`config.mk`:
```
export PLATFORM = sky130hd
export DESIGN_NAME = float_multiplier_param
export DESIGN_NICKNAME = d
export VERILOG_FILES = /design/src/rtl/float_multiplier_param.sv
export SDC_FILE = /design/constraint.sdc
export NUM_CORES = 1
export LEC_CHECK = 0
export BUFFER_PORTS_ARGS = -buffer_cell sky130_fd_sc_hd__buf_2
export CAP_MARGIN = 10
export CORE_UTILIZATION = 53
export CTS_CLUSTER_DIAMETER = 50
export CTS_CLUSTER_SIZE = 40
export DETAILED_ROUTE_END_ITERATION = 10
export PLACE_DENSITY_LB_ADDON = 0.1
export SLEW_MARGIN = 20
export SYNTH_ARGS = -nofsm -noshare
export SYNTH_HDL_FRONTEND = slang
export SYNTH_SLANG_ARGS = --single-unit
```
`constraint.sdc`:
```
create_clock -name clock -period 3.05 [get_ports clock]
set_clock_uncertainty 0.05 [all_clocks]
set_input_delay 0.915 -clock clock [delete_from_list [all_inputs] [get_ports clock]]
set_output_delay 0.915 -clock clock [all_outputs]
set_load 0.02 [all_outputs]
```
`src/rtl/float_multiplier_param.sv`:
```
// Parameterised minifloat multiplier: e4m3-style or IEEE-style (bf16) formats.
// Uses a sequential shift-add significand multiply, then one normalise/round/pack cycle.
module float_multiplier_param #(
    parameter int EXP_W   = 4,
    parameter int MAN_W   = 3,
    parameter int HAS_INF = 0
) (
    input  logic                   clock,
    input  logic                   reset,
    input  logic [EXP_W+MAN_W:0]   a,
    input  logic [EXP_W+MAN_W:0]   b,
    input  logic                   is_input_valid,
    output logic                   is_input_ready,
    output logic [EXP_W+MAN_W:0]   y,
    output logic                   is_output_valid,
    input  logic                   is_output_ready
);

    localparam int W      = 1 + EXP_W + MAN_W;
    localparam int BIAS   = (1 << (EXP_W - 1)) - 1;
    localparam int SIG_W  = MAN_W + 1;
    localparam int PROD_W = 2 * SIG_W;
    localparam int CNT_W  = $clog2(SIG_W + 1);
    localparam int EW     = EXP_W + 2;

    localparam logic [EXP_W-1:0]    EXP_ONES = '1;
    localparam logic [MAN_W-1:0]    MAN_ONES = '1;
    localparam logic [MAN_W-1:0]    MAN_MAXF = {{(MAN_W-1){1'b1}}, 1'b0};
    localparam logic [MAN_W-1:0]    NAN_MAN  = (HAS_INF != 0) ? {1'b1, {(MAN_W-1){1'b0}}} : MAN_ONES;
    localparam logic signed [EW-1:0] EXP_MAX = {2'b00, EXP_ONES};
    localparam logic signed [EW-1:0] BIAS_E  = EW'(BIAS);

    typedef enum logic [1:0] {IDLE, MUL, RND, DONE} state_t;

    state_t              state_q, state_d;
    logic [W-1:0]        a_q, a_d, b_q, b_d, y_q, y_d;
    logic [CNT_W-1:0]    cnt_q, cnt_d;
    logic [PROD_W-1:0]   mcand_q, mcand_d, prod_q, prod_d;
    logic [SIG_W-1:0]    mplier_q, mplier_d;

    logic                sA, sB, resSign;
    logic [EXP_W-1:0]    eA, eB;
    logic [MAN_W-1:0]    mA, mB;
    logic [SIG_W-1:0]    sigA, sigB;

    assign sA   = a_q[W-1];
    assign sB   = b_q[W-1];
    assign eA   = a_q[W-2 -: EXP_W];
    assign eB   = b_q[W-2 -: EXP_W];
    assign mA   = a_q[MAN_W-1:0];
    assign mB   = b_q[MAN_W-1:0];
    assign sigA = {(eA != '0), mA};
    assign sigB = {(eB != '0), mB};
    assign resSign = sA ^ sB;

    assign is_input_ready  = (state_q == IDLE);
    assign is_output_valid = (state_q == DONE);
    assign y               = y_q;

    logic                aZero, bZero, aInf, bInf, aNaN, bNaN;
    logic [PROD_W-1:0]   normSig;
    logic [MAN_W-1:0]    mant;
    logic                guardBit, stickyBit, roundUp;
    logic [MAN_W:0]      mantR;
    logic signed [EW-1:0] expR;
    logic [W-1:0]        rndY;

    // Operand classification plus normalise, round-to-nearest-even and special-value packing.
    always_comb begin
        aZero = (eA == '0);
        bZero = (eB == '0);
        if (HAS_INF != 0) begin
            aInf = (eA == EXP_ONES) && (mA == '0);
            bInf = (eB == EXP_ONES) && (mB == '0);
            aNaN = (eA == EXP_ONES) && (mA != '0);
            bNaN = (eB == EXP_ONES) && (mB != '0);
        end else begin
            aInf = 1'b0;
            bInf = 1'b0;
            aNaN = (eA == EXP_ONES) && (mA == MAN_ONES);
            bNaN = (eB == EXP_ONES) && (mB == MAN_ONES);
        end

        normSig   = prod_q[PROD_W-1] ? prod_q : (prod_q << 1);
        mant      = normSig[PROD_W-2 -: MAN_W];
        guardBit  = normSig[MAN_W];
        stickyBit = |normSig[MAN_W-1:0];
        roundUp   = guardBit & (stickyBit | mant[0]);
        mantR     = {1'b0, mant} + {{MAN_W{1'b0}}, roundUp};
        expR      = EW'(eA) + EW'(eB) - BIAS_E + EW'(prod_q[PROD_W-1]) + EW'(mantR[MAN_W]);

        if (aNaN || bNaN || (aInf && bZero) || (bInf && aZero)) begin
            rndY = {1'b0, EXP_ONES, NAN_MAN};
        end else if (aInf || bInf) begin
            rndY = {resSign, EXP_ONES, {MAN_W{1'b0}}};
        end else if (aZero || bZero || (expR <= 0)) begin
            rndY = {resSign, {(W-1){1'b0}}};
        end else if ((HAS_INF != 0) && (expR >= EXP_MAX)) begin
            rndY = {resSign, EXP_ONES, {MAN_W{1'b0}}};
        end else if ((HAS_INF == 0) &&
                     ((expR > EXP_MAX) || ((expR == EXP_MAX) && (mantR[MAN_W-1:0] == MAN_ONES)))) begin
            rndY = {resSign, EXP_ONES, MAN_MAXF};
        end else begin
            rndY = {resSign, expR[EXP_W-1:0], mantR[MAN_W-1:0]};
        end
    end

    // The first MUL cycle loads the hidden-bit significands; the next SIG_W cycles are shift-add steps.
    always_comb begin
        state_d  = state_q;
        a_d      = a_q;
        b_d      = b_q;
        y_d      = y_q;
        cnt_d    = cnt_q;
        mcand_d  = mcand_q;
        mplier_d = mplier_q;
        prod_d   = prod_q;
        case (state_q)
            IDLE: begin
                if (is_input_valid) begin
                    a_d     = a;
                    b_d     = b;
                    cnt_d   = '0;
                    state_d = MUL;
                end
            end
            MUL: begin
                if (cnt_q == '0) begin
                    mcand_d  = {{(PROD_W-SIG_W){1'b0}}, sigA};
                    mplier_d = sigB;
                    prod_d   = '0;
                    cnt_d    = cnt_q + 1'b1;
                end else begin
                    if (mplier_q[0]) begin
                        prod_d = prod_q + mcand_q;
                    end
                    mcand_d  = mcand_q << 1;
                    mplier_d = mplier_q >> 1;
                    if (cnt_q == CNT_W'(SIG_W)) begin
                        cnt_d   = '0;
                        state_d = RND;
                    end else begin
                        cnt_d = cnt_q + 1'b1;
                    end
                end
            end
            RND: begin
                y_d     = rndY;
                state_d = DONE;
            end
            DONE: begin
                if (is_output_ready) begin
                    state_d = IDLE;
                end
            end
            default: state_d = IDLE;
        endcase
    end

    always_ff @(posedge clock or posedge reset) begin
        if (reset) begin
            state_q  <= IDLE;
            a_q      <= '0;
            b_q      <= '0;
            y_q      <= '0;
            cnt_q    <= '0;
            mcand_q  <= '0;
            mplier_q <= '0;
            prod_q   <= '0;
        end else begin
            state_q  <= state_d;
            a_q      <= a_d;
            b_q      <= b_d;
            y_q      <= y_d;
            cnt_q    <= cnt_d;
            mcand_q  <= mcand_d;
            mplier_q <= mplier_d;
            prod_q   <= prod_d;
        end
    end

endmodule
```
# --- After elaboration in Yosys (flattened, before gate mapping) ---
# Index checks and enable logic that the tools add are counted.
totals:
  register_bits: 49
  wordCells: 71
classes:
  addsub: 7
  magnitude_cmp: 2
  n_eq_ne: 14
  mux: 17
  bitwise: 3
  n_reduce_logical: 20
ops:
  columns: ["cell", "n"]
  rows:
  - ["8-bit 2-to-1 mux", 4]
  - ["7-bit 2-to-1 mux", 3]
  - ["6-bit by 1-bit adder with 6-bit output", 2]
  - ["3-bit equality test (second input constant)", 4]
  - ["3-bit 2-to-1 mux", 3]
  - ["8-bit adder", 1]
  - ["4-bit equality test (second input constant)", 2]
  - ["4-bit logical NOT", 2]
  - ["2-bit 2-to-1 mux", 4]
  - ["2-bit case mux with 4 select lines", 1]
  - ["4-bit nonzero test", 2]
  - ["6-bit by 5-bit equality test with 1-bit output (second input constant)", 1]
  - ["6-bit by 5-bit > comparator with 1-bit output (second input constant)", 1]
  - ["6-bit by 1-bit less-or-equal comparator with 1-bit output (second input constant)", 1]
  - ["2-bit != test (second input constant)", 3]
  - ["3-bit case mux with 2 select lines", 1]
  - ["2-bit AND reduction", 3]
  - ["5-bit by 3-bit subtractor with 6-bit output (second input constant)", 1]
  - ["4-bit by 4-bit adder with 5-bit output", 1]
  - ["3-bit by 1-bit adder with 4-bit output", 1]
  - ["2-bit equality test (second input constant)", 2]
  - ["1-bit logical OR", 4]
  - ["4-bit 2-to-1 mux", 1]
  - ["4-bit AND reduction", 1]
  - ["other kinds (11)", 14]

# --- Depth between registers and ports, before layout ---
logic_depth:
  word_depth: 12
  depth_mapped: 13
  mapped_depth_nobuf: 12

# --- Worst setup path after synthesis ---
# No wires, ideal clock.
synth_path:
  kind: "reg2reg"
  startpoint: "register prod_q[7]"
  endpoint: "register y_q[1], in the netlist y[1]"
  setup_ps: 65
  arrival_time_ps: 2966
  path_slack_ps: -31
  path_stages_with_launch: 12
  n_path_buf: 1
  synth_period_minus_slack_ps: 3081
  path_cell_list: "dfrtp_1 buf_6 mux2_2 and3_1 fa_1 inv_1 fa_1 nor4b_2 nand3_1 or4_4 nand3_4 o221a_2"
synth_via:
  elab_chain_len: 12
  elab_cells_between_ends: 17
synth_lines:
  columns: ["item", "line", "rtl"]
  rows:
  - ["start, declared", "38", "logic [PROD_W-1:0] mcand_q, mcand_d, prod_q, prod_d;"]
  - ["start signal, assigned", "178", "prod_q <= prod_d;"]
  - ["branches (longest 10 deep; another with 6-bit by 1-bit adder with 6-bit output)", null, null]
  - ["7-bit 2-to-1 mux (*)", "96", "end else if (aZero || bZero || (expR <= 0)) begin"]
  - ["8-bit 2-to-1 mux (*)", "92", "if (aNaN || bNaN || (aInf && bZero) || (bInf && aZero)) begin"]
  - ["end signal, assigned", "174", "y_q <= y_d;"]
  - ["end, declared", "36", "logic [W-1:0] a_q, a_d, b_q, b_d, y_q, y_d;"]
# Every way passes the cells marked *.
# A chain may end at the register's enable or synchronous reset.

# --- Worst setup path after layout ---
layout_path:
  startpoint: "register prod_q[7]"
  endpoint: "register y_q[6], in the netlist y[6]"
# Same word-level chain as after synthesis.

==> reports/qor.yml <==
cts_buffers: 5
grt_pass1_wl_mm: 9.36
synth_flop_cell: "dfrtp_1"
multi_input_area_um2: 1500
finalMaxSlewViolations: 0
clockBufferDepth: 2
dp_hpwl_mm: 4.15
endpoint_kind: "flop"
rsz0062_at_grt: "true"
wl_met2_mm: 2.71
dieWidth_um: 75.4
violations: "setup timing"
timing.final.ws_setup_ps: -28.8
ys_warn_count: 0
ios: 30
fin_nets: 368
regArea_um2: 1230
ys_async_sr_fraction_pct: 100
cp_max_fo: 6
clk_pin_slew_ps: 90
port_buffers: 29
total_power_mw: 4.12
crit_path_start_kind: "flop"
highest_layer: "met4"
cts_root_buffer: "clkbuf_8"
holdBufCountCts: 0
dr_wl_met3_um: 238
syn_inst: 278
hold_path.class: "flop to flop"
worstSetupPathType: "flop to flop"
die_y_um: 75.4
ir_drop_mv: 0.561
cp.required_ps: 3250
relSlewSlack_pct: 58.7
wl_met1_mm: 2.57
place_congestion: 0.828
grt_overflow: 0
most-common-layout-cells: "dfrtp_1, inv_1, buf_2"
status: "finished, violations left"
wl_per_cell_um: 14.2
powerDensity_nw_per_um2: 1230
syn2layout_area_growth_pct: 17.7
ys_top_cells_by_area: "dfrtp_1, ha_1, mux2_2, inv_1, o221a_2"
fillCellCount: 441
worst_slew_pin_slew_ps: 618
antenna_cells: 0
grt_usage_pct: 22.1
arrival_ps: 3280
antenna_found_initial: 0
grt_pass1_vias: 2050
core.rowCount: 26
layout_min_cycle_time_ps: 3080
cap_violations: 0
fmax_mhz: 325
cts.sinks: 49
start_util_pct: 55.5
grt_max_degree: 28
synth-edff-count: 0
drt-initial-drc-count: 81
cts_tree: "yes"
power_leakage_nw: 1.56
syn_area_per_cell_um2: 10.3
syn-num-nets: 322
drt-vias-per-instance: 5.47
routed_wl_mm: 5.62
layout-drive-gt1-share_pct: 28.0
core_um2: 5140
hold_viol: 0
synth_seq_cells: 49
final_min_period_over_clock_period_pct: 101
yosysTopAreaCellShare_pct: 43.0
synth_top_cell_by_area: "dfrtp_1"
clk_latency_ps: 300
synth.distinct_cells: 44
ys_seq_area_share_pct: 43.0
cts_htree_levels: 2
ant_nets: 0
drt_pass1_iterations: 4
dr_total_vias: 2162
pre_cts_ws_ps: -67.3
synthesis.area_um2: 2850
setup_violations: 6
layout.cells.most_common: "dfrtp_1"
dieArea_um2: 5680
route.detailed.drc: 0
==> repair_timing <==
action	4_1_cts	5_1_grt
pin swaps	4	5
buffers inserted	3	1
gates resized for setup	5	3
endpoints found under the setup margin	7	7
cloned	0	0
==> cell families after synthesis <==
family,synth area share (%)
buffers and inverters,5.40
AO/OA/AOI/OAI,16.4
XOR/XNOR,2.15
multiplexers,8.91
AND/OR/NAND/NOR,12.9
adder cells (fa/ha/maj),11.3
flip-flops,43.0
==> report_power, final <==
group	internal, mW	switching, mW	leakage [nW]	total, mW
combinational	1.13	1.25	0.888	2.38
sequential	0.948	0.250	0.601	1.20
clock	0.326	0.220	0.0681	0.545
==> routing by layer <==
metal,global-route usage (%),up-vias
met5,0,-
met1,30.1,1022
met3,3.70,9
met2,36.2,49
met4,7.41,0
li1,-,1082
==> sequential cells by signal, indices dropped and copies added, names as in the netlist <==
name / cells
b_q: 8
mplier_q: 4
y: 8
mcand_q: 8
a_q: 8
state_q: 2
cnt_q: 3
prod_q: 8
==> critical path: stages (launching register included) <==
cell     delay [ps]
dfrtp_1         430
mux2_4          310
and3_4          180
fa_2            350
inv_2            70
fa_2            440
nor4b_2         210
nand3_1         150
or4_4           530
nand3_4         130
o221a_2         180
==> synth_stat cells, types with 6 or more instances <==
master,n
mux2_2,19
a21oi_1,12
nor2_1,17
nand2_1,19
o221a_2,7
o22ai_1,6
dfrtp_1,49
ha_1,21
o21ai_0,13
nand3_1,7
clkbuf_1,7
inv_1,31
==> cell type report <==
type / count / share of cell area [%]
Tap cell: 70 / 2.61
Inverter: 31 / 3.47
Sequential cell: 49 / 36.5
Clock buffer: 5 / 2.05
Clock inverter: 3 / 1.94
Timing Repair Buffer: 47 / 8.72
Multi-Input combinational cell: 190 / 44.7
==> metrics by stage <==
step	setup TNS [ps]	utilization (%)	hold slack [ps]	area, um2	std cells
global route	-1000	65.3	497	3360	395
finish	-151	65.3	483	3360	395
floorplan	0	-	435	2850	278
detailed placement	-422	61.6	465	3160	383
CTS	0	64.8	485	3330	394
global placement	-29.0	61.6	450	3160	383
==> worst paths after layout <==
kind / start / cells after the start / endpoint / slack [ps]
setup / recovery: prod_q[7] / 10 / y[6] / -30
hold / removal: cnt_q[0] / 1 / cnt_q[0] / 480
setup reg to reg: prod_q[7] / 10 / y[6] / -30
hold reg to reg: cnt_q[0] / 1 / cnt_q[0] / 480
max in group asynchronous: reset / 3 / prod_q[0] / 1830
min in group asynchronous: reset / 2 / mcand_q[6] / 600
No activity file was read; power rests on OpenSTA's default activity.
